==> src/rtl/rv32_pkg.sv <==
// Shared RV32 constants and the fetch state type used by the fetch unit.
package rv32_pkg;

  localparam int XLEN        = 32;
  localparam int INSTR_BYTES = 4;
  localparam int FETCH_ENTRY_W = 2 * XLEN;

  typedef enum logic [1:0] {
    RUN  = 2'd0,
    WAIT = 2'd1,
    DROP = 2'd2
  } fetch_state_t;

  // Clear the byte-offset bits so every fetch is word aligned.
  function automatic logic [XLEN-1:0] align_pc(input logic [XLEN-1:0] pc);
    return {pc[XLEN-1:2], 2'b00};
  endfunction

endpackage

==> src/rtl/fetch_fifo.sv <==
// Prefetch buffer: shift-register FIFO whose head entry is itself the output
// register, so the head is visible the cycle after a push into an empty FIFO
// and stays put while it is not popped.
module fetch_fifo #(
  parameter int DEPTH = 2,
  parameter int WIDTH = 64
) (
  input  logic             clk,
  input  logic             reset,
  input  logic             flush,
  input  logic             push,
  input  logic [WIDTH-1:0] push_data,
  input  logic             pop,
  output logic [WIDTH-1:0] head_data,
  output logic             head_valid,
  output logic             full
);

  localparam int CNT_W = $clog2(DEPTH + 1);
  localparam int IDX_W = $clog2(DEPTH);

  logic [CNT_W-1:0] count;
  logic [WIDTH-1:0] mem [DEPTH];
  logic             do_pop;
  logic             do_push;
  logic [IDX_W-1:0] wr_idx;

  assign head_valid = (count != '0);
  assign full       = (count == CNT_W'(DEPTH));
  assign head_data  = mem[0];
  assign do_pop     = pop && head_valid;
  // A push into a full FIFO is only legal when the head leaves in the same cycle.
  assign do_push    = push && (!full || do_pop);
  // Entries shift down on a pop, so the write slot moves down with them.
  assign wr_idx     = IDX_W'(do_pop ? count - CNT_W'(1) : count);

  // Occupancy tracking; flush empties the buffer regardless of push/pop.
  always_ff @(posedge clk or negedge reset) begin
    if (!reset) begin
      count <= '0;
    end else if (flush) begin
      count <= '0;
    end else if (do_push && !do_pop) begin
      count <= count + CNT_W'(1);
    end else if (!do_push && do_pop) begin
      count <= count - CNT_W'(1);
    end
  end

  // Entry storage: shift toward the head on pop, then drop the new word in.
  always_ff @(posedge clk or negedge reset) begin
    if (!reset) begin
      for (int i = 0; i < DEPTH; i++) begin
        mem[i] <= '0;
      end
    end else if (!flush) begin
      if (do_pop) begin
        for (int i = 0; i < DEPTH - 1; i++) begin
          mem[i] <= mem[i+1];
        end
      end
      if (do_push) begin
        mem[wr_idx] <= push_data;
      end
    end
  end

endmodule

==> src/rtl/fetch_unit.sv <==
// Instruction fetch unit: issues one word fetch at a time, buffers returned
// words with their addresses, and discards responses made stale by a redirect.
module fetch_unit
  import rv32_pkg::*;
#(
  parameter logic [31:0] RESET_PC   = 32'h0000_0000,
  parameter int          FIFO_DEPTH = 2
) (
  input  logic        clk,
  input  logic        reset,
  output logic        imem_req,
  output logic [31:0] imem_addr,
  input  logic        imem_gnt,
  input  logic        imem_rvalid,
  input  logic [31:0] imem_rdata,
  input  logic        redirect_valid,
  input  logic [31:0] redirect_pc,
  output logic        instr_valid,
  output logic [31:0] instr,
  output logic [31:0] instr_pc,
  input  logic        instr_ready
);

  fetch_state_t                state;
  fetch_state_t                state_next;
  logic [XLEN-1:0]             fetch_pc;
  logic [XLEN-1:0]             req_pc;
  logic                        gnt_fire;
  logic                        fifo_push;
  logic                        fifo_full;
  logic [FETCH_ENTRY_W-1:0]    head_data;

  assign imem_addr = fetch_pc;
  assign gnt_fire  = imem_req && imem_gnt;

  // State register; reset abandons any request in flight by returning to RUN.
  always_ff @(posedge clk or negedge reset) begin
    if (!reset) begin
      state <= RUN;
    end else begin
      state <= state_next;
    end
  end

  // Next state, request and push decisions.
  always_comb begin
    state_next = state;
    imem_req   = 1'b0;
    fifo_push  = 1'b0;
    case (state)
      RUN: begin
        // The reset term keeps the request low while the block is held in reset.
        imem_req = reset && !fifo_full && !redirect_valid;
        // A grant never coincides with a redirect because the request is
        // suppressed in the redirect cycle.
        if (gnt_fire) begin
          state_next = WAIT;
        end
      end
      WAIT: begin
        if (imem_rvalid) begin
          fifo_push  = !redirect_valid;
          state_next = RUN;
        end else if (redirect_valid) begin
          state_next = DROP;
        end
      end
      DROP: begin
        if (imem_rvalid) begin
          state_next = RUN;
        end
      end
      default: state_next = RUN;
    endcase
  end

  // Fetch address: redirect target takes priority over sequential advance.
  always_ff @(posedge clk or negedge reset) begin
    if (!reset) begin
      fetch_pc <= RESET_PC;
    end else if (redirect_valid) begin
      fetch_pc <= align_pc(redirect_pc);
    end else if (gnt_fire) begin
      fetch_pc <= fetch_pc + XLEN'(INSTR_BYTES);
    end
  end

  // Address of the outstanding request, paired with its returning word.
  always_ff @(posedge clk) begin
    if (gnt_fire) begin
      req_pc <= fetch_pc;
    end
  end

  fetch_fifo #(
    .DEPTH (FIFO_DEPTH),
    .WIDTH (FETCH_ENTRY_W)
  ) u_fifo (
    .clk        (clk),
    .reset      (reset),
    .flush      (redirect_valid),
    .push       (fifo_push),
    .push_data  ({req_pc, imem_rdata}),
    .pop        (instr_ready),
    .head_data  (head_data),
    .head_valid (instr_valid),
    .full       (fifo_full)
  );

  assign instr    = head_data[XLEN-1:0];
  assign instr_pc = head_data[FETCH_ENTRY_W-1:XLEN];

endmodule

==> config.mk <==
export PLATFORM = sky130hd
export DESIGN_NAME = fetch_unit
export DESIGN_NICKNAME = d
export VERILOG_FILES = /design/src/rtl/rv32_pkg.sv /design/src/rtl/fetch_fifo.sv /design/src/rtl/fetch_unit.sv
export SDC_FILE = /design/constraint.sdc
export NUM_CORES = 1
export LEC_CHECK = 0
export BUFFER_PORTS_ARGS = -buffer_cell sky130_fd_sc_hd__buf_2
export CAP_MARGIN = 30
export CORE_MARGIN = 2
export CORE_UTILIZATION = 60
export DETAILED_ROUTE_END_ITERATION = 6
export GPL_TIMING_DRIVEN = 0
export PLACE_DENSITY_LB_ADDON = 0.3
export SYNTH_ARGS = -nofsm -noshare
export SYNTH_HDL_FRONTEND = slang
export SYNTH_SLANG_ARGS = --single-unit
==> constraint.sdc <==
create_clock -name clk -period 4.8 [get_ports clk]
set_input_delay 0.48 -clock clk [delete_from_list [all_inputs] [get_ports clk]]
set_output_delay 0.48 -clock clk [all_outputs]
set_load 0.01 [all_outputs]
==> flow_metrics.env <==
export IMPL_peakVddDrop_uv=260
export IMPL_grt_max_degree=99
export IMPL_grt_busiest_layer="met2"
export IMPL_syn_instance_count=824
export IMPL_ant_nets=0
export IMPL_stdcell_area_mm2=0.0104
export IMPL_synthTopCellsByArea="dfrtp_1, edfxtp_1, mux2_2"
export IMPL_path_clk_slew_ns=0.07
export IMPL_ff2ff_setup_slack_ns=1.83
export IMPL_static_leakage_power_uw=0.00488
export IMPL_drt_pass1_iterations=5
export IMPL_numCtsBuffers=17
export IMPL_cts_buffer_depth=2
export IMPL_synth_ff_type="dfrtp_1"
export IMPL_grt_pass1_vias=6454
export IMPL_synth_top_area_share=0.459
export IMPL_clock_skew_ns=0.00513
export IMPL_rr_endpoint="imem_addr[16]"
export IMPL_cp_max_fo=98
export IMPL_multi_input_area_mm2=0.00305
export IMPL_syn_to_final_growth_pct=19.6
export IMPL_grt_pass1_wl_um=31800
export IMPL_wire_per_inst_um=15.8
export IMPL_crit_end="imem_addr[16]"
export IMPL_slew_headroom=0.427
export IMPL_clock_sinks=190
export IMPL_antenna_cells=0
export IMPL_dpl_cell_count=1173
export IMPL_seq_area_mm2=0.00490
export IMPL_netlist_cell_type_count=51
export IMPL_drt_initial_drc_count=548
export IMPL_tightest_slew_ns=0.860
export IMPL_layoutNonFillerInstCount=1206
export IMPL_cts_resized=0
export IMPL_rows=44
export IMPL_slowest_delay_ns=0.70
export IMPL_cp_arrival_ns=3.87
export IMPL_vias_per_cell=5.57
export IMPL_wl_um=19100
export IMPL_antenna_found_initial=0
export IMPL_yosys_area_top_type="dfrtp_1"
export IMPL_period_share=0.744
export IMPL_hold_viol=0
export IMPL_drc_errors=0
export IMPL_ctsHoldBuffers=1
export IMPL_start_kind="input pin"
export IMPL_ys_seq_area_frac=0.562
export IMPL_timing_rr_start="u_fifo.count[0]"
export IMPL_fmax_mhz=280
export IMPL_avgSynthCellArea_um2=10.6
export IMPL_via_count=6720
export IMPL_design_die_area_mm2=0.0155
export IMPL_synth_most_common_cell="dfrtp_1"
export IMPL_layout_nets=1082
export IMPL_drive_gt1_frac=0.364
export IMPL_nFillCells=1057
export IMPL_fin_crit_ns=3.57
export IMPL_tns_ns=0
export IMPL_worst_setup_path_end_kind="flop"
export IMPL_cts_tree="done"
export IMPL_insertion_delay_ns=0.42
export IMPL_netlist_area_mm2=0.00873
export IMPL_drv_cap=0
export IMPL_met3_usage=0.0464
export IMPL_ys_async_sr_fraction=0.842
export IMPL_maxSlewViolCount=0
export IMPL_grt_overflow=0
export IMPL_hold_path_class="input pin to flop"
export IMPL_dpl_cell_area_mm2=0.00981
export IMPL_rsz0062_at_grt="no"
export IMPL_dieWidth_um=125
export IMPL_die_h_um=125
export IMPL_gp_congestion=0.880
export IMPL_path_cells="dlygate4sd3_1, buf_8, buf_16, nand4_2, inv_2, buf_4, buf_2, nand3_1, o211ai_1, o311ai_1"
export IMPL_ios=168
export IMPL_coreArea_mm2=0.0144
export IMPL_start_util=0.607
export IMPL_post_cts_buffers=0
export IMPL_rr_worst_depth=10
export IMPL_hpwl_um=13200
export IMPL_worstPathRequired_ns=5.10
export IMPL_gr_usage_met1=0.363
export IMPL_synth_seq_cells=190
export IMPL_cp_slowest_cell="buf_2"
export IMPL_root_buffer="clkbuf_16"
export IMPL_synthTopCellsByCount="dfrtp_1, nand2_1, nor2_1"
export IMPL_io_buffers=163
export IMPL_track_usage=0.254
export IMPL_power_density_mw_per_mm2=548
export IMPL_grt_util_met2=0.390
export IMPL_outcome="complete, no violations"
export IMPL_crit_start="reset"
export IMPL_ys_warn_count=0
export IMPL_finalSetupViolCount=0
export IMPL_synth_edf_count=30
export IMPL_critPathKind="input pin to flop"
export IMPL_htree_levels=4
==> flip-flops by register name (all words and copies together), names as in the netlist <==
name,cells
req_pc,30
imem_addr,30
u_fifo.mem,62
state,2
u_fifo.count,2
u_fifo.head_data,64
==> critical path, delay by kind of cell <==
family                 cells  cell delay [ns]
AOI/OAI and AO/OA          2             0.33
buffers and inverters      6             2.42
and+or+nand+nor            2             0.54
==> metal layers <==
layer  wire length [um]  share of wire
met5                  0              0
met1               8320           0.44
met3               1530          0.080
met4                377          0.020
met2               8820           0.46
==> stage by stage <==
| stage | util | hold WS, ns | power, uW | setup WS [ns] |
|---|---|---|---|---|
| 4_1_cts | 0.726 | 0.238 | 5760 | 1.20 |
| 6_report | 0.726 | 0.260 | 5720 | 1.23 |
| 3_3_place_gp | 0.680 | 0.474 | 4230 | -0.980 |
| 5_1_grt | 0.726 | 0.252 | 6080 | 0.832 |
| 3_5_place_dp | 0.683 | 0.446 | 4310 | 1.36 |
| 2_1_floorplan | - | 0.184 | 3710 | 2.48 |
==> worst min-delay path by stage <==
stage,slack (ns),startpoint,end,depth (start not counted)
after floorplan,0.18,reset,imem_addr[10],0
after global placement,0.47,u_fifo.mem[49],u_fifo.mem[49],1
after detailed placement,0.45,reset,u_fifo.head_data[27],1
after CTS,0.24,imem_rvalid,state[1],2
after global routing,0.25,redirect_pc[11],imem_addr[11],3
final,0.26,redirect_pc[11],imem_addr[11],3
==> cells in the final DEF, fill, tap and decap left out, types with 3 or more instances in the layout <==
cell type / count
nand3_1: 23
clkinvlp_4: 6
o21ai_0: 23
buf_2: 183
inv_1: 7
o311ai_0: 3
edfxtp_1: 30
a31o_2: 4
and4_1: 4
dfrtp_1: 160
a31oi_1: 67
mux2_2: 61
mux2_1: 3
nor2b_1: 4
clkbuf_16: 18
nand4_1: 15
ha_1: 3
o211ai_1: 5
a21o_1: 4
nor2_2: 3
nor3_1: 3
nand2_1: 155
nand2b_1: 3
bufinv_16: 3
clkbuf_1: 12
a21oi_1: 6
buf_4: 80
and3_1: 5
a32oi_1: 3
o311ai_1: 3
nor2_1: 84
a221o_1: 5
==> layout make-up <==
cell class	count	area share
Clock buffer	19	0.0435
Sequential cell	190	0.470
Clock inverter	13	0.0155
Inverter	8	0.00288
Multi-Input combinational cell	515	0.292
Timing Repair Buffer	165	0.0827
Tap cell	184	0.0221
Buffer	112	0.0716
==> power by group <==
part,leakage (uW),switching (uW),internal [uW]
logic,0.00229,830,973
clock network,0.000280,597,850
registers,0.00231,313,2160
total,0.00488,1740,3980
==> cells by family after synthesis <==
group           count (synthesis)  share of synthesized area
compound gates                132                      0.100
xor+xnor                        1                    0.00100
buf+inv                       120                     0.0890
mux                            66                     0.0849
other cells                     1                   0.000430
fa+ha+maj                       3                    0.00430
flops                         190                      0.562
simple gates                  311                      0.158
Power figures use the tool's default switching activity.
